## src/rtl/tetris_cmd_pkg.sv

```systemverilog
// Shared encodings for the game command scheduler: command codes, FSM states,
// pending-request bit layout and the fixed arbitration priority.
package tetris_cmd_pkg;

  localparam logic [2:0] CMD_NONE      = 3'd0;
  localparam logic [2:0] CMD_LEFT      = 3'd1;
  localparam logic [2:0] CMD_RIGHT     = 3'd2;
  localparam logic [2:0] CMD_ROTATE    = 3'd3;
  localparam logic [2:0] CMD_SOFT_DROP = 3'd4;
  localparam logic [2:0] CMD_GRAVITY   = 3'd5;

  typedef enum logic [1:0] {
    ST_WAIT_START = 2'd0,
    ST_RUN        = 2'd1,
    ST_OVER       = 2'd2
  } sched_state_e;

  // Pending bits 0..3 line up with the key vector {down, up, right, left}.
  localparam int PB_LEFT    = 0;
  localparam int PB_RIGHT   = 1;
  localparam int PB_ROTATE  = 2;
  localparam int PB_DROP    = 3;
  localparam int PB_GRAVITY = 4;
  localparam int NUM_PEND   = 5;

  typedef logic [NUM_PEND-1:0] pend_t;

  // Keys that may auto-repeat: LEFT, RIGHT, SOFT_DROP (never ROTATE).
  localparam logic [3:0] REPEAT_KEYS = 4'b1011;

  // Priority: GRAVITY > ROTATE > LEFT > RIGHT > SOFT_DROP.
  function automatic logic [2:0] pick_cmd(input pend_t p);
    if (p[PB_GRAVITY])     return CMD_GRAVITY;
    else if (p[PB_ROTATE]) return CMD_ROTATE;
    else if (p[PB_LEFT])   return CMD_LEFT;
    else if (p[PB_RIGHT])  return CMD_RIGHT;
    else if (p[PB_DROP])   return CMD_SOFT_DROP;
    else                   return CMD_NONE;
  endfunction

  function automatic pend_t cmd_mask(input logic [2:0] code);
    pend_t m;
    m = '0;
    case (code)
      CMD_LEFT:      m[PB_LEFT]    = 1'b1;
      CMD_RIGHT:     m[PB_RIGHT]   = 1'b1;
      CMD_ROTATE:    m[PB_ROTATE]  = 1'b1;
      CMD_SOFT_DROP: m[PB_DROP]    = 1'b1;
      CMD_GRAVITY:   m[PB_GRAVITY] = 1'b1;
      default:       m = '0;
    endcase
    return m;
  endfunction

endpackage

```

## src/rtl/gravity_timer.sv

```systemverilog
// Level-dependent gravity down-counter; emits a one-cycle tick when it
// reaches zero and reloads with the period computed at that moment.
module gravity_timer #(
  parameter logic [31:0] TICK_BASE = 32'd50000000,
  parameter logic [31:0] TICK_STEP = 32'd2500000,
  parameter logic [31:0] TICK_MIN  = 32'd5000000
) (
  input  logic       clk,
  input  logic       rst,
  input  logic       enable,
  input  logic       load,
  input  logic [3:0] level,
  output logic       tick
);

  logic [31:0] product;
  logic [31:0] period;
  logic [31:0] cnt_q, cnt_d;

  always_comb begin
    product = {28'd0, level} * TICK_STEP;
    // The first term guards the subtraction below against wrap-around.
    if ((product > TICK_BASE) || ((TICK_BASE - product) < TICK_MIN)) begin
      period = TICK_MIN;
    end else begin
      period = TICK_BASE - product;
    end

    tick  = enable && (cnt_q == '0);
    cnt_d = cnt_q;
    if (load || tick) begin
      cnt_d = period - 32'd1;
    end else if (enable) begin
      cnt_d = cnt_q - 32'd1;
    end
  end

  always_ff @(posedge clk) begin
    if (rst) begin
      cnt_q <= '0;
    end else begin
      cnt_q <= cnt_d;
    end
  end

endmodule

```

## src/rtl/game_cmd_scheduler.sv

```systemverilog
// Merges key edges and gravity ticks into one prioritised command stream.
// Optional KEY_AUTOREPEAT_EN adds hold-to-repeat for LEFT/RIGHT/SOFT_DROP.
module game_cmd_scheduler
  import tetris_cmd_pkg::*;
#(
  parameter logic [31:0] TICK_BASE    = 32'd50000000,
  parameter logic [31:0] TICK_STEP    = 32'd2500000,
  parameter logic [31:0] TICK_MIN     = 32'd5000000
`ifdef KEY_AUTOREPEAT_EN
  ,
  parameter logic [31:0] REPEAT_DELAY = 32'd25000000,
  parameter logic [31:0] REPEAT_RATE  = 32'd5000000
`endif
) (
  input  logic       clk,
  input  logic       rst,
  input  logic       key_left,
  input  logic       key_right,
  input  logic       key_up,
  input  logic       key_down,
  input  logic [6:0] score,
  input  logic       fail,
  output logic       cmd_valid,
  output logic [2:0] cmd_code,
  input  logic       cmd_ready,
  output logic [1:0] state,
  output logic [7:0] drop_cnt
);

  sched_state_e state_q, state_d;
  logic [3:0]   key_vec, key_prev_q, key_edge, rep_req;
  pend_t        pend_q, pend_d, req, load_mask, drops;
  logic         valid_q, valid_d;
  logic [2:0]   code_q, code_d, win_code;
  logic [7:0]   drop_q, drop_d;
  logic [8:0]   drop_sum;
  logic         grav_en, grav_load, grav_tick;
  logic         unused_score_lsbs;

  assign key_vec           = {key_down, key_up, key_right, key_left};
  assign key_edge          = key_vec & ~key_prev_q;
  assign unused_score_lsbs = ^score[2:0];

  gravity_timer #(
    .TICK_BASE (TICK_BASE),
    .TICK_STEP (TICK_STEP),
    .TICK_MIN  (TICK_MIN)
  ) u_gravity (
    .clk    (clk),
    .rst    (rst),
    .enable (grav_en),
    .load   (grav_load),
    .level  (score[6:3]),
    .tick   (grav_tick)
  );

`ifdef KEY_AUTOREPEAT_EN
  logic [31:0] rep_q, rep_d;

  // One shared counter: any key change restarts the delay phase.
  always_comb begin
    rep_req = '0;
    if (key_vec != key_prev_q) begin
      rep_d = REPEAT_DELAY - 32'd1;
    end else if (rep_q == '0) begin
      rep_d   = REPEAT_RATE - 32'd1;
      rep_req = key_vec & key_prev_q & REPEAT_KEYS;
    end else begin
      rep_d = rep_q - 32'd1;
    end
  end

  always_ff @(posedge clk) begin
    if (rst) begin
      rep_q <= '0;
    end else begin
      rep_q <= rep_d;
    end
  end
`else
  assign rep_req = '0;
`endif

  // Handshake: a command transfers in any cycle with cmd_valid & cmd_ready;
  // while valid is high and ready low, cmd_code is held unchanged.
  always_comb begin
    state_d   = state_q;
    pend_d    = pend_q;
    valid_d   = valid_q;
    code_d    = code_q;
    drop_d    = drop_q;
    grav_en   = 1'b0;
    grav_load = 1'b0;
    req       = '0;
    load_mask = '0;
    drops     = '0;
    drop_sum  = {1'b0, drop_q};
    win_code  = pick_cmd(pend_q);

    case (state_q)
      ST_WAIT_START: begin
        if (|key_edge) begin
          state_d   = ST_RUN;
          grav_load = 1'b1;
        end
      end
      ST_RUN: begin
        if (fail) begin
          state_d = ST_OVER;
          pend_d  = '0;
          valid_d = 1'b0;
          code_d  = CMD_NONE;
        end else begin
          grav_en = 1'b1;
          req     = {grav_tick, key_edge | rep_req};
          if (!valid_q || cmd_ready) begin
            valid_d   = |pend_q;
            code_d    = win_code;
            load_mask = cmd_mask(win_code);
          end
          // A request landing on its own bit as it loads re-pends, not a drop.
          drops  = req & pend_q & ~load_mask;
          pend_d = (pend_q & ~load_mask) | req;
          for (int i = 0; i < NUM_PEND; i++) begin
            drop_sum = drop_sum + {8'd0, drops[i]};
          end
          drop_d = drop_sum[8] ? 8'hFF : drop_sum[7:0];
        end
      end
      ST_OVER: begin
        pend_d  = '0;
        valid_d = 1'b0;
        code_d  = CMD_NONE;
      end
      default: begin
        state_d = ST_WAIT_START;
        pend_d  = '0;
        valid_d = 1'b0;
        code_d  = CMD_NONE;
      end
    endcase
  end

  always_ff @(posedge clk) begin
    if (rst) begin
      state_q    <= ST_WAIT_START;
      pend_q     <= '0;
      key_prev_q <= '0;
      valid_q    <= 1'b0;
      code_q     <= CMD_NONE;
      drop_q     <= '0;
    end else begin
      state_q    <= state_d;
      pend_q     <= pend_d;
      key_prev_q <= key_vec;
      valid_q    <= valid_d;
      code_q     <= code_d;
      drop_q     <= drop_d;
    end
  end

  assign cmd_valid = valid_q;
  assign cmd_code  = code_q;
  assign state     = state_q;
  assign drop_cnt  = drop_q;

endmodule

```

## config.mk

```make
export PLATFORM = sky130hd
export DESIGN_NAME = game_cmd_scheduler
export DESIGN_NICKNAME = d
export VERILOG_FILES = /design/src/rtl/tetris_cmd_pkg.sv /design/src/rtl/gravity_timer.sv /design/src/rtl/game_cmd_scheduler.sv
export SDC_FILE = /design/constraint.sdc
export NUM_CORES = 1
export LEC_CHECK = 0
export ABC_AREA = 1
export BUFFER_PORTS_ARGS = -buffer_cell sky130_fd_sc_hd__buf_2
export CAP_MARGIN = 20
export CORE_UTILIZATION = 36
export CTS_CLUSTER_SIZE = 10
export DETAILED_ROUTE_END_ITERATION = 8
export PLACE_DENSITY = 0.52
export REMOVE_ABC_BUFFERS = 1
export SLEW_MARGIN = 40
export SYNTH_ARGS = -nofsm -noshare
export SYNTH_HDL_FRONTEND = slang
export SYNTH_HIERARCHICAL = 1
export SYNTH_SLANG_ARGS = --single-unit
```

## constraint.sdc

```tcl
create_clock -name clk -period 5.55 [get_ports clk]
set_clock_uncertainty 0.05 [all_clocks]
set_input_delay 0.2775 -clock clk [delete_from_list [all_inputs] [get_ports clk]]
set_output_delay 0.2775 -clock clk [all_outputs]
set_load 0.05 [all_outputs]
```

---- Word level (Yosys, flattened, before mapping) ----
Index checks and enable logic that the tools add are counted.
word-level totals
  output and inout bits ................... 14
  word-level logic and storage cells ...... 83
  register bits after elaboration ......... 55
  input bits .............................. 15
operators by class
  muxes and demuxes ....................... 32
  order comparisons ....................... 2
  reductions and logical operators ........ 13
  $add $sub $neg .......................... 8
  bitwise operators ....................... 10
  equality and inequality tests ........... 10
  multiply operators ...................... 1
operators by type and width
  operator                number
  $mux 32                 3
  $sub 32x1->32 const B   2
  $add 9x1->9             4
  $logic_not 32->1        1
  $lt 32x23->1 const B    1
  $sub 26x26->27 const A  1
  $gt 26x26->1 const B    1
  $mul 4x17->21 const B   1
  $mux 3                  7
  $mux 5                  4
  $and 5x5->5             3
  $mux 1                  11
  $pmux 5 s2              1
  $add 8x1->9             1
  $mux 8                  1
  $eq 3x2->1 const B      2
  $eq 3x3->1 const B      2
  $pmux 2 s3              1
  $pmux 3 s2              1
  $not 5->5               1
  $or 5x5->5              1
  $reduce_or 5->1         1
  $and 4x4->4             1
  $mux 2                  2
  other kinds (16)        22

---- Logic depth before layout (Yosys ltp) ----
Gate-level depths: netlist of run 1.
  depth after elaboration ................. 18
  mapped depth ............................ 37
  depth with buffers taken out ............ 36

---- Modules after synthesis ----
The synthesis of run 1 kept the hierarchy.
modules (own cells, without submodules)
  module              seq. area each (µm²)  cells each  area each (µm²)  instances
  gravity_timer       640.6                 805         4463.0           1
  game_cmd_scheduler  460.4                 177         1260.0           1

---- Least setup slack after synthesis of run 1 ----
OpenSTA, ideal clock, no wires.
  path type ............................... input-to-reg
  start ................................... input port score[5]
  end ..................................... register u_gravity.cnt_q[21]
  stages on the path ...................... 32
  data required time ...................... 5391 ps
  buffers on the path ..................... 1
  slack ................................... 1611 ps
  data arrival time ....................... 3780 ps
  library setup time ...................... 109 ps
  cell sequence ........................... inv_1 > ha_1 > fa_1 > inv_1 > ha_1 > inv_2 > nand2_2 > nand3_1 > nand2_1 > nand2_1 > nand2_1 > nor2_2 > nand2_2 > nand2_2 > nand2_2 > nand2_4 > nand3_1 > xor2_1 > nand2_1 > nand2_4 > buf_12 > nand3b_4 > nand2_4 > nand2_1 > nor2_1 > nand2_1 > nor2_4 > nand2_1 > nand2_1 > nand3_1 > nand2_1 > inv_1
on the way
  cells in the longest elaborated chain, start to end .. 7
  elaborated cells between the ends (all ways) .. 8
  classes of those cells .................. 2 x add/sub; 1 x mul; 2 x order compare; 2 x mux; 1 x reduce/logical
ends and longest elaborated chain
  what                    RTL line                                  text
  start: declaration      game_cmd_scheduler.sv:21                  input logic [6:0] score,
  $mul 4x17->21 *         gravity_timer.sv:21                       product = {28'd0, level} * TICK_STEP;
  $sub 26x26->27          gravity_timer.sv:23, gravity_timer.sv:26
  $lt 32x23->1            gravity_timer.sv:23                       if ((product > TICK_BASE) || ((TICK_BASE - product) < TICK_MIN)) begin
  $logic_or 1x1->1        gravity_timer.sv:23
  $mux 32 *               gravity_timer.sv:23
  $sub 32x1->32 *         gravity_timer.sv:32                       cnt_d = period - 32'd1;
  $mux 32 *               gravity_timer.sv:31                       if (load || tick) begin
  end signal: assignment  gravity_timer.sv:42                       cnt_q <= cnt_d;
  end: declaration        gravity_timer.sv:18                       logic [31:0] cnt_q, cnt_d;
Every way passes the cells marked *; elsewhere a longest branch is shown, timed or not.
A chain may end at the register's enable or synchronous reset.

---- Worst setup path after layout of run 1 ----
  start ................................... input port score[5]
  end ..................................... register u_gravity.cnt_q[22]
The elaborated chain is that of the path after synthesis.

==> key figures, run 1 <==
Routing
  • Per-cell routed wire length: 12.7 µm
  • Routed Antenna Nets: 0
  • DR vias: 5826
  • WL final: 15500 µm
  • Via density: 4.80
  • Pre-antenna DRT Iters: 5
  • DRC: 0
  • DRT iter0 DRCs: 316

Power and ir drop
  • VDD IR max: 0.154 mV
  • Pwr per Cell Area: 309 mW/mm²
  • P_leak: 0.00321 µW

Place
  • Area post-placement: 0.00604 mm²
  • Placer Congestion: 0.847
  • Worst slack at placement: 466 ps
  • IO Port Bufs: 25
  • Dpl cells: 1206
  • Post-DP HPWL: 12100 µm

Global route
  • Vias in the first global route: 5207
  • Total GRT Usage: 19.7%
  • Pin count of the biggest net entering global routing: 44
  • GRT overflow: 0
  • Initial antenna violation count: 0
  • First-pass GRT wire length: 25900 µm

Yosys
  • Cell Area, Synth: 0.00572 mm²
  • Largest family of logic cells by synthesized area: simple AND/OR/NAND/NOR gates
  • Yosys reg bits: 55
  • Post-synth ARST share: 0%
  • Synth Instances: 982
  • XOR/XNOR Fraction of Synth Area: 1.84%
  • Top_reg_cell synth: dfxtp_1
  • Number of synthesized flops with an enable pin: 0
  • Distinct cell type count after synthesis: 44
  • Post-synthesis mux area share: 0%
  • Simple-gate portion of the synthesized area: 48.8%
  • Synth Area per Inst: 5.83 µm²
  • Synth Area in Adders: 8.31%
  • Register area share after synthesis: 19.2%
  • Compound-Gate Fraction of Synth Area: 9.47%
  • YS warnings: 6

Die
  • Starting Density: 37.2%
  • Die Ht: 128 µm
  • Die ar.: 0.0164 mm²
  • Std-Cell Rows: 45
  • Core area: 0.0154 mm²
  • Die W: 128 µm
  • Num ports: 29

Timing
  • Minimum clock period after layout: 4790 ps
  • Fin crit share: 86.3%
  • Final Hold Viols: 0
  • Max transition margin: 52.5%
  • Final setup violation count: 0
  • Fin worst setup slack: 763 ps
  • Maximum clock frequency: 209 MHz
  • Setup TNS: 0 ps
  • Worst Max-Slew Pin Slew: 711 ps
  • Hold Slack: 131 ps
  • Slew Limit Fails: 0
  • RSZ-0062 raised after global routing: false

Clock tree
  • Resized cells post-CTS: 0
  • Clock Sinks: 55
  • Hold Buf Count CTS: 0
  • TritonCTS clock tree: yes
  • Number of H-tree levels: 2
  • CTS max path bufs: 2
  • Clock slew at reported path FFs: 80 ps
  • Root buffer cell: clkbuf_16
  • Worst-Skew Late Latency: 300 ps
  • Setup bufs post-CTS: 0
  • CTS buffer count: 5

Job
  • Max Cap Viol: 0

Setup path
  • Reg2reg end: u_gravity/cnt_q[22]$_SDFFE_PP0P_
  • CP startpoint: score[5]
  • Critical path peak fanout: 19
  • CP startpoint kind: input port
  • CP Data Arrival Time: 4890 ps
  • Max stage delay on crit path: 540 ps
  • Top cell by count, worst path: nand2_1
  • FF-to-FF Start: state[0]$_SDFFE_PP0P_
  • FF-to-FF path depth: 18
  • Reg2Reg Setup Slack: 1710 ps
  • CP endpoint kind: flip-flop
  • Worst EP required: 5660 ps
  • Critical Path End: u_gravity/cnt_q[22]$_SDFFE_PP0P_
  • WS Path Type: in2reg
  • CP max stage cell: fa_1

Run status
  • Status: complete, no violations

Layout
  • # diodes: 0
  • Nets: 1052
  • Final Cell Area: 0.00619 mm²
  • Post-Layout Cell Count: 1214
  • Layout cell share with drive strength beyond 1: 15.3%
  • Area grow syn2layout: 8.13%

Hold path
  • Worst Hold Class: in2reg
through the flow:
stage	power [µW]	utilization, %
floorplan	1330	-
global placement	1590	39.3
detailed placement	1580	39.3
CTS	1930	40.3
global route	2100	40.3
finish	1910	40.3
cell type report:
class | count | area [µm²]
tap | 211 | 264
timing repair buffer | 32 | 178
clock inverter | 3 | 23.8
fill | 1726 | 9180
sequential | 55 | 1100
inverter | 155 | 582
multi-input combinational | 753 | 3920
clock buffer | 5 | 125
power by group:
part	leakage, µW	total, µW	switching [µW]	internal, µW
registers	0.000453	497	38.7	459
clock network	0.0000717	329	159	170
logic	0.00269	1080	748	337
cell usage in the layout (no fill, tap or decap), types with 2 or more instances in the layout:
cell	instances
a21oi_2	2
nand3_1	92
nor4_1	3
fa_1	5
nand3_2	11
xor2_1	10
inv_1	128
nand2_2	30
buf_4	7
clkbuf_16	5
buf_2	25
nor2_2	22
or2_2	10
a21oi_1	46
clkinv_1	2
ha_1	30
nand2_1	278
nor2_4	2
a221oi_1	2
o21ai_1	6
dfxtp_1	55
nand4_1	17
nand4_2	2
nand2_4	3
nor2_1	115
nor3_2	2
nor3_1	12
xnor2_1	2
o21ai_0	36
inv_2	25
nand3b_1	2
a31oi_1	5
critical path, delay by kind of cell:
family	cells	cell delay [ps]
simple gates	21	2560
fa+ha+maj	3	1260
buf+inv	4	490
xor+xnor	1	210
compound gates	1	70
logic make-up after synthesis:
kind of cell | after synthesis
xor+xnor | 12
buf+inv | 174
simple gates | 606
compound gates | 100
fa+ha+maj | 35
flops | 55
cell usage after synthesis (6+ instances only):
cell | n | area [µm²]
inv_1 | 128 | 480
xor2_1 | 10 | 87.6
nor2_2 | 21 | 131
inv_2 | 25 | 93.8
o21ai_0 | 36 | 180
nand4_1 | 17 | 106
nand2_2 | 30 | 188
nor2_1 | 116 | 435
or2_2 | 10 | 62.6
ha_1 | 30 | 375
nand3_2 | 11 | 110
a21oi_1 | 46 | 230
clkbuf_1 | 10 | 37.5
nand2_1 | 278 | 1040
nor3_1 | 12 | 60.1
dfxtp_1 | 55 | 1100
o21ai_1 | 6 | 30.0
nand3_1 | 92 | 460
registers in the layout, summed over array words and instances (netlist names):
register	flops
state	2
key_prev_q	4
cmd_valid	1
drop_cnt	8
pend_q	5
u_gravity/cnt_q	32
cmd_code	3
metal layers:
metal,vias to the layer above,track usage (%),wire (µm)
met2,94,29.9,6370
met1,2561,29.2,8340
met3,22,2.21,481
li1,3149,-,-
met5,-,0,0
met4,0,4.78,270
worst min-delay path by stage:
stage / start / endpoint / slack, ps / cells after the start
6_report: key_right / key_prev_q[1]$_SDFF_PP0_ / 130 / 3
5_1_grt: key_right / key_prev_q[1]$_SDFF_PP0_ / 140 / 3
4_1_cts: key_right / key_prev_q[1]$_SDFF_PP0_ / 130 / 3
3_5_place_dp: cmd_code[0]$_SDFFE_PP0P_ / cmd_code[0]$_SDFFE_PP0P_ / 410 / 2
3_3_place_gp: cmd_code[0]$_SDFFE_PP0P_ / cmd_code[0]$_SDFFE_PP0P_ / 400 / 2
2_1_floorplan: rst / cmd_code[0]$_SDFFE_PP0P_ / 300 / 1
No activity file was read; power rests on OpenSTA's default activity.
==> run 2: changes to the inputs <==
--- a/config.mk
+++ b/config.mk
@@ -5,7 +5,6 @@
 export SDC_FILE = /design/constraint.sdc
 export NUM_CORES = 1
 export LEC_CHECK = 0
-export ABC_AREA = 1
 export BUFFER_PORTS_ARGS = -buffer_cell sky130_fd_sc_hd__buf_2
 export CAP_MARGIN = 20
 export CORE_UTILIZATION = 36
==> constraint.sdc (replaced) <==
create_clock -name clk -period 5 [get_ports clk]
set_clock_uncertainty 0.05 [all_clocks]
set_input_delay 0.25 -clock clk [delete_from_list [all_inputs] [get_ports clk]]
set_output_delay 0.25 -clock clk [all_outputs]
set_load 0.05 [all_outputs]
==> run 2 against run 1 <==
The flow now finishes with violations (setup timing). Critical path depth fell by 7. Synthesized cell count fell by 27%. Clock-buffer cell count did not move. Sequential power rose by 12%. Combinational power rose by 69%. Worst hold slack got worse by 4.6 ps. Clock power rose by 13%. Flip-flop and latch count did not move. Utilization rose by 15 points. Cell area rose by 30%. Non-clock buffer count rose by 203.
==> key figures, run 2 <==
Run status
  • Status: finished with violations (was complete, no violations)
  • Failing checks: setup timing

Routing
  • WL final: 19900 µm (was 15500 µm)
  • Pre-antenna DRT Iters: 7 (was 5)
  • Routed Antenna Nets: 0 (unchanged)
  • DR vias: 6484 (was 5826)
  • Per-cell routed wire length: 17.8 µm (was 12.7 µm)
  • DRT iter0 DRCs: 445 (was 316)
  • DRC: 0 (unchanged)
  • Via density: 5.82 (was 4.80)

Yosys
  • Top_reg_cell synth: dfxtp_1 (unchanged)
  • Ranking of synthesized cells by area: dfxtp_1 (20%), ha_1 (6.9%), nor2_1 (4.9%) (was dfxtp_1 (19%), nand2_1 (18%), inv_1 (8.4%))
  • Register area share after synthesis: 20.2% (was 19.2%)
  • Yosys top cell by area: dfxtp_1 (unchanged)
  • Yosys reg bits: 55 (unchanged)
  • Top-area cell type share of the netlist area: 20.2% (was 19.2%)
  • Synth Instances: 721 (was 982)
  • Cell Area, Synth: 0.00546 mm² (was 0.00572 mm²)
  • Number of synthesized flops with an enable pin: 0 (unchanged)
  • Post-synth ARST share: 0% (unchanged)
  • Top-count cell post-synth: nor2_1 (was nand2_1)
  • Post-synth top cells: nor2_1 (71), nand2_1 (61), dfxtp_1 (55) (was nand2_1 (278), inv_1 (128), nor2_1 (116))
  • Distinct cell type count after synthesis: 84 (was 44)
  • Synth Area per Inst: 7.57 µm² (was 5.83 µm²)
  • YS warnings: 6 (unchanged)

Layout
  • Max reg flops: 32 (unchanged)
  • Most frequent cells in the layout: buf_4 (202), nor2_1 (65), nand2_1 (58), dfxtp_1 (55), a21oi_1 (42) (was nand2_1 (278), inv_1 (128), nor2_1 (115), nand3_1 (92), dfxtp_1 (55))
  • Fill cells: 1336 (was 1726)
  • # diodes: 0 (unchanged)
  • Area grow syn2layout: 47.0% (was 8.13%)
  • Commonest non-fill, non-tap cell in the layout: buf_4 (was nand2_1)
  • Nets: 979 (was 1052)
  • Layout cell share with drive strength beyond 1: 37.0% (was 15.3%)
  • Largest Register: u_gravity/cnt_q (unchanged)

Clock tree
  • TritonCTS clock tree: yes (unchanged)
  • Number of H-tree levels: 2 (unchanged)
  • Worst-Skew Late Latency: 320 ps (was 300 ps)
  • Root buffer cell: clkbuf_16 (unchanged)
  • Clock slew at reported path FFs: 80 ps (about the same)
  • CTS buffer count: 5 (unchanged)
  • Clock Sinks: 55 (unchanged)
  • Hold Buf Count CTS: 0 (unchanged)
  • CTS max path bufs: 2 (unchanged)

Setup path
  • CP startpoint kind: input port (unchanged)
  • Critical path peak fanout: 7 (was 19)
  • CP Data Arrival Time: 5220 ps (was 4890 ps)
  • WS Path Type: in2reg (unchanged)
  • Worst EP required: 5140 ps (was 5660 ps)
  • CP endpoint kind: flip-flop (unchanged)

Global route
  • Vias in the first global route: 6269 (was 5207)
  • Initial antenna violation count: 0 (unchanged)
  • Pin count of the biggest net entering global routing: 51 (was 44)
  • GRT overflow: 0 (unchanged)
  • Total GRT Usage: 24.8% (was 19.7%)
  • First-pass GRT wire length: 31700 µm (was 25900 µm)

Timing
  • Worst Max-Slew Pin Slew: 718 ps (was 711 ps)
  • RSZ-0062 raised after global routing: true (was false)
  • Maximum clock frequency: 197 MHz
  • Max transition margin: 52.1% (was 52.5%)
  • Slew Limit Fails: 0 (unchanged)
  • Final setup violation count: 4 (was 0)
  • Fin crit share: 101%
  • Final Hold Viols: 0 (unchanged)
  • Fin worst setup slack: -73.1 ps (was 763 ps)
  • Minimum clock period after layout: 5070 ps

Die
  • Num ports: 29 (unchanged)
  • Die Ht: 125 µm (was 128 µm)
  • Die ar.: 0.0157 mm² (was 0.0164 mm²)
  • Core area: 0.0146 mm² (was 0.0154 mm²)
  • Std-Cell Rows: 44 (was 45)
  • Starting Density: 37.3% (was 37.2%)
  • Die W: 125 µm (was 128 µm)

Job
  • Max Cap Viol: 0 (unchanged)

Power and ir drop
  • Pwr per Cell Area: 344 mW/mm² (was 309 mW/mm²)
  • P_leak: 0.00338 µW (was 0.00321 µW)
  • VDD IR max: 0.193 mV (was 0.154 mV)
  • Pwr Total: 2760 µW (was 1910 µW)

Place
  • IO Port Bufs: 25 (unchanged)
  • Placer Congestion: 0.903 (was 0.847)
  • Post-DP HPWL: 14700 µm (was 12100 µm)
  • Worst slack at placement: -842 ps (was 466 ps)

Hold path
  • Worst Hold Class: in2reg (unchanged)
## run 2: cell count changes after synthesis, moves of 11 or more
cell,before,now
a211oi_1,0,14
inv_1,128,19
inv_2,25,1
nand2_1,278,61
nand2_2,30,0
nand2b_1,0,13
nand3_1,92,45
nand3_2,11,0
nor2_1,116,71
nor2_2,21,4
nor3_1,12,28
or3_1,0,11
xnor2_1,2,30
## run 2: where the power goes
part	total [µW]	switching [µW]	leakage, µW	internal [µW]
logic	1830	958	0.00285	874
registers	556	58.3	0.000451	497
clock network	373	184	0.0000746	189
## run 2: cells by family (layout without fill, tap and decap cells)
family,Yosys count,after routing,share of synthesized area [%]
and+or+nand+nor,317,317,30.0
AOI/OAI and AO/OA,212,212,28.8
DFF,55,55,20.2
buffers and inverters,54,263,4.10
xor gates and xnor gates,40,40,6.69
adders and majority gates,35,35,8.71
muxes,8,8,1.49
## run 2: worst paths after layout
| kind | startpoint | to | slack (ps) | cells past startpoint |
|---|---|---|---|---|
| worst max register to register | state[0]$_SDFFE_PP0P_ | u_gravity/cnt_q[29]$_SDFFE_PP0P_ | 390 | 18 |
| worst min register to register | cmd_code[1]$_SDFFE_PP0P_ | cmd_code[1]$_SDFFE_PP0P_ | 420 | 2 |
| worst max-delay path | score[5] | u_gravity/cnt_q[29]$_SDFFE_PP0P_ | -70 | 23 |
| worst min-delay path | key_right | key_prev_q[1]$_SDFF_PP0_ | 130 | 2 |
## run 2: stage by stage
stage	area [µm²]	hold WS, ps	std cells	TNS [ps]	utilization (%)
3_3_place_gp	6980	397	1071	-10770	47.7
3_5_place_dp	6990	412	1071	-12200	47.7
2_1_floorplan	5310	262	687	-8140	-
5_1_grt	8030	153	1114	-1490	54.8
6_report	8030	126	1114	-186	54.8
4_1_cts	7690	125	1108	0	52.5
## run 2: routing by layer
metal / track usage, % / part of all wire [%] / routed length (µm)
met3: 2.95 / 4.1 / 818
met5: 0 / 0 / 0
met1: 32.3 / 45 / 8910
met4: 7.89 / 2.1 / 418
met2: 42.7 / 49 / 9720
## run 2: repair_timing
action,CTS,global route
gates resized for setup,60,52
pin swaps,35,50
setup endpoints to repair,18,23
buffers inserted,29,11
## run 2: layout make-up
cell class                      instances  area, µm²  share of cell area, %
Inverter                               20       77.6                  0.966
Sequential cell                        55       1100                   13.7
Timing Repair Buffer                  235       1780                   22.1
Clock inverter                          3       22.5                  0.280
Clock buffer                            5        125                   1.56
Multi-Input combinational cell        612       4700                   58.5
Tap cell                              184        230                   2.87
## run 2: worst max-delay path, stage by stage
cell and delay (ps):
buf_8 110, inv_4 50, ha_4 190, fa_1 510, inv_2 50, ha_4 280, o211ai_1 150, buf_4 190
o211ai_1 210, o211ai_2 130, or3_4 450, buf_6 140, nor3_4 240, o21ai_2 80, a32oi_2 170, buf_4 170
nor2_4 70, o21ai_4 190, a32oi_2 140, or3_4 360, or3_4 410, o311a_1 330, or3_1 360
==> run 3: changes to the inputs <==
--- a/config.mk
+++ b/config.mk
@@ -10,7 +10,7 @@
 export CORE_UTILIZATION = 36
 export CTS_CLUSTER_SIZE = 10
 export DETAILED_ROUTE_END_ITERATION = 8
-export PLACE_DENSITY = 0.52
+export PLACE_DENSITY = 0.51
 export REMOVE_ABC_BUFFERS = 1
 export SLEW_MARGIN = 40
 export SYNTH_ARGS = -nofsm -noshare
==> run 3 against run 2 <==
Largest cell class unchanged. Highest routed layer unchanged. Critical endpoint is now u_gravity/cnt_q[28]$_SDFFE_PP0P_. The flow still finishes with violations (setup timing). Utilization is 0.73 points higher. Total power is 1.3% lower. Clock-buffer cell count stayed put. Cell count is 0.81% higher. Die area stayed put.
==> key figures, run 3 (synthesis gave the netlist of run 2 again) <==
Place
  • Post-DP HPWL: 14700 µm (about the same)
  • IO Port Bufs: 25 (unchanged)
  • Placer Congestion: 0.975 (was 0.903)
  • Area post-placement: 0.00704 mm² (was 0.00699 mm²)
  • Dpl cells: 1078 (was 1071)

Die
  • Starting Density: 37.3% (unchanged)
  • Die W: 125 µm (unchanged)
  • Die Ht: 125 µm (unchanged)
  • Die ar.: 0.0157 mm² (unchanged)
  • Core area: 0.0146 mm² (unchanged)
  • Std-Cell Rows: 44 (unchanged)
  • Num ports: 29 (unchanged)

Global route
  • Total GRT Usage: 24.8% (about the same)
  • First-pass GRT wire length: 31400 µm (was 31700 µm)
  • GRT overflow: 0 (unchanged)
  • Pin count of the biggest net entering global routing: 51 (unchanged)
  • Initial antenna violation count: 0 (unchanged)
  • Vias in the first global route: 6177 (was 6269)

Setup path
  • Reg2Reg Setup Slack: 420 ps (was 390 ps)
  • CP startpoint kind: input port (unchanged)
  • CP max stage cell: or4_4 (was fa_1)
  • Critical path peak fanout: 4 (was 7)
  • Max stage delay on crit path: 550 ps (was 510 ps)
  • FF-to-FF Start: state[1]$_SDFFE_PP0P_ (was state[0]$_SDFFE_PP0P_)
  • CP endpoint kind: flip-flop (unchanged)
  • Worst EP required: 5150 ps (was 5140 ps)
  • Reg2reg end: u_gravity/cnt_q[28]$_SDFFE_PP0P_ (was u_gravity/cnt_q[29]$_SDFFE_PP0P_)
  • CP Cell Sequence: buf_8 -> buf_6 -> ha_4 -> inv_2 -> fa_1 -> inv_2 -> ha_4 -> o211ai_1 -> buf_4 -> o211ai_1 -> o211ai_4 -> or3_4 -> o2111a_2 -> buf_6 -> a211oi_4 -> buf_6 -> o31ai_2 -> a31oi_1 -> o21a_1 -> o2111ai_2 -> or4_4 -> nor4_4 -> a31oi_1 -> a311o_1 (was buf_8 -> inv_4 -> ha_4 -> fa_1 -> inv_2 -> ha_4 -> o211ai_1 -> buf_4 -> o211ai_1 -> o211ai_2 -> or3_4 -> buf_6 -> nor3_4 -> o21ai_2 -> a32oi_2 -> buf_4 -> nor2_4 -> o21ai_4 -> a32oi_2 -> or3_4 -> or3_4 -> o311a_1 -> or3_1)
  • Top cell by count, worst path: buf_6 (was or3_4)
  • CP Data Arrival Time: 5270 ps (was 5220 ps)
  • FF-to-FF path depth: 18 (unchanged)
  • WS Path Type: in2reg (unchanged)

Layout
  • Layout cell share with drive strength beyond 1: 38.1% (was 37.0%)
  • Nets: 988 (was 979)
  • Final Cell Area: 0.00814 mm² (was 0.00803 mm²)
  • # diodes: 0 (unchanged)
  • Register area: 0.00110 mm² (unchanged)
  • Multi-input logic area: 0.00472 mm² (was 0.00470 mm²)
  • Post-Layout Cell Count: 1123 (was 1114)
  • Max reg flops: 32 (unchanged)
  • Commonest non-fill, non-tap cell in the layout: buf_4 (unchanged)
  • Largest Register: u_gravity/cnt_q (unchanged)
  • Most frequent cells in the layout: buf_4 (204), nor2_1 (66), nand2_1 (58), dfxtp_1 (55), a21oi_1 (43) (was buf_4 (202), nor2_1 (65), nand2_1 (58), dfxtp_1 (55), a21oi_1 (42))
  • Final Core Density: 55.6% (was 54.8%)
  • Area grow syn2layout: 49.0% (was 47.0%)
  • Fill cells: 1425 (was 1336)

Timing
  • Fin worst setup slack: -122 ps (was -73.1 ps)
  • Final Hold Viols: 0 (unchanged)
  • Minimum clock period after layout: 5120 ps (was 5070 ps)
  • Maximum clock frequency: 195 MHz (was 197 MHz)
  • Final setup violation count: 7 (was 4)
  • Hold Slack: 118 ps (was 126 ps)
  • Max transition margin: 49.9% (was 52.1%)
  • Fin crit share: 102% (was 101%)
  • Worst Max-Slew Pin Slew: 750 ps (was 718 ps)
  • Setup TNS: -475 ps (was -186 ps)
  • RSZ-0062 raised after global routing: true (unchanged)
  • Slew Limit Fails: 0 (unchanged)

Routing
  • Via density: 5.77 (was 5.82)
  • Pre-antenna DRT Iters: 8 (was 7)
  • Per-cell routed wire length: 17.6 µm (was 17.8 µm)
  • DRT iter0 DRCs: 506 (was 445)
  • DRC: 0 (unchanged)
  • DR vias: 6483 (was 6484)
  • Routed Antenna Nets: 0 (unchanged)
  • WL final: 19700 µm (was 19900 µm)

Power and ir drop
  • VDD IR max: 0.180 mV (was 0.193 mV)
  • P_leak: 0.00340 µW (was 0.00338 µW)
  • Pwr per Cell Area: 335 mW/mm² (was 344 mW/mm²)

Run status
  • Status: finished with violations (unchanged)
  • Failing checks: setup timing (unchanged)

Clock tree
  • Clock Sinks: 55 (unchanged)
  • Hold Buf Count CTS: 0 (unchanged)
  • CTS max path bufs: 2 (unchanged)
  • Root buffer cell: clkbuf_16 (unchanged)
  • TritonCTS clock tree: yes (unchanged)
  • Worst-Skew Late Latency: 320 ps (about the same)
  • Number of H-tree levels: 2 (unchanged)
  • Clock slew at reported path FFs: 80 ps (about the same)
  • CTS buffer count: 5 (unchanged)

Hold path
  • Worst Hold Path Cells: 2 (unchanged)
  • Worst Hold Class: in2reg (unchanged)
  • HP Start: key_right (unchanged)
  • Hold path endpoint: key_prev_q[1]$_SDFF_PP0_ (unchanged)

Job
  • Max Cap Viol: 0 (unchanged)
[run 3: worst max-delay path by stage]
stage,startpoint,endpoint,slack [ps]
finish,score[5],u_gravity/cnt_q[28]$_SDFFE_PP0P_,-120
global route,score[5],u_gravity/cnt_q[28]$_SDFFE_PP0P_,-320
CTS,score[6],u_gravity/cnt_q[28]$_SDFFE_PP0P_,10
detailed placement,score[5],u_gravity/cnt_q[31]$_SDFFE_PP0P_,-830
global placement,score[5],u_gravity/cnt_q[24]$_SDFFE_PP0P_,-780
floorplan,score[5],u_gravity/cnt_q[28]$_SDFFE_PP0P_,-790
[run 3: worst max-delay path: cells and delay by family]
| kind | cells | cell delay, ps |
|---|---|---|
| AOI/OAI and AO/OA | 11 | 2140 |
| adders and majority gates | 3 | 900 |
| and+or+nand+nor | 3 | 1260 |
| buffers and inverters | 7 | 700 |
[run 3: area by class of cell]
class                           count  share of cell area (%)
Sequential cell                    55                    13.5
Clock inverter                      3                   0.338
Inverter                           20                   0.953
Multi-Input combinational cell    612                    58.0
Tap cell                          184                    2.83
Clock buffer                        5                    1.54
Timing Repair Buffer              244                    22.8
[run 3: repair_timing]
item	CTS	global route
setup endpoints to repair	18	18
pin swaps	51	31
buffers inserted	22	17
hold endpoints to repair	0	0
gates resized for setup	72	56
[run 3: metrics by stage]
step	setup slack [ps]	total power (µW)
floorplan	-785	1360
global placement	-781	2020
detailed placement	-830	2040
CTS	10.3	2580
global route	-319	2890
finish	-122	2720
[run 3: layer usage]
layer,wire [µm],vias to the layer above,global-route usage [%],share of wire (%)
met2,9480,169,42.2,48
li1,-,3151,-,-
met3,651,27,3.00,3.3
met5,0,-,0,0
met4,422,0,6.31,2.1
met1,9190,3136,33.1,47
[run 3: power breakdown]
| group | switching, µW | internal, µW |
|---|---|---|
| combinational | 935 | 855 |
| sequential | 58.9 | 497 |
| clock | 187 | 191 |
| total | 1180 | 1540 |
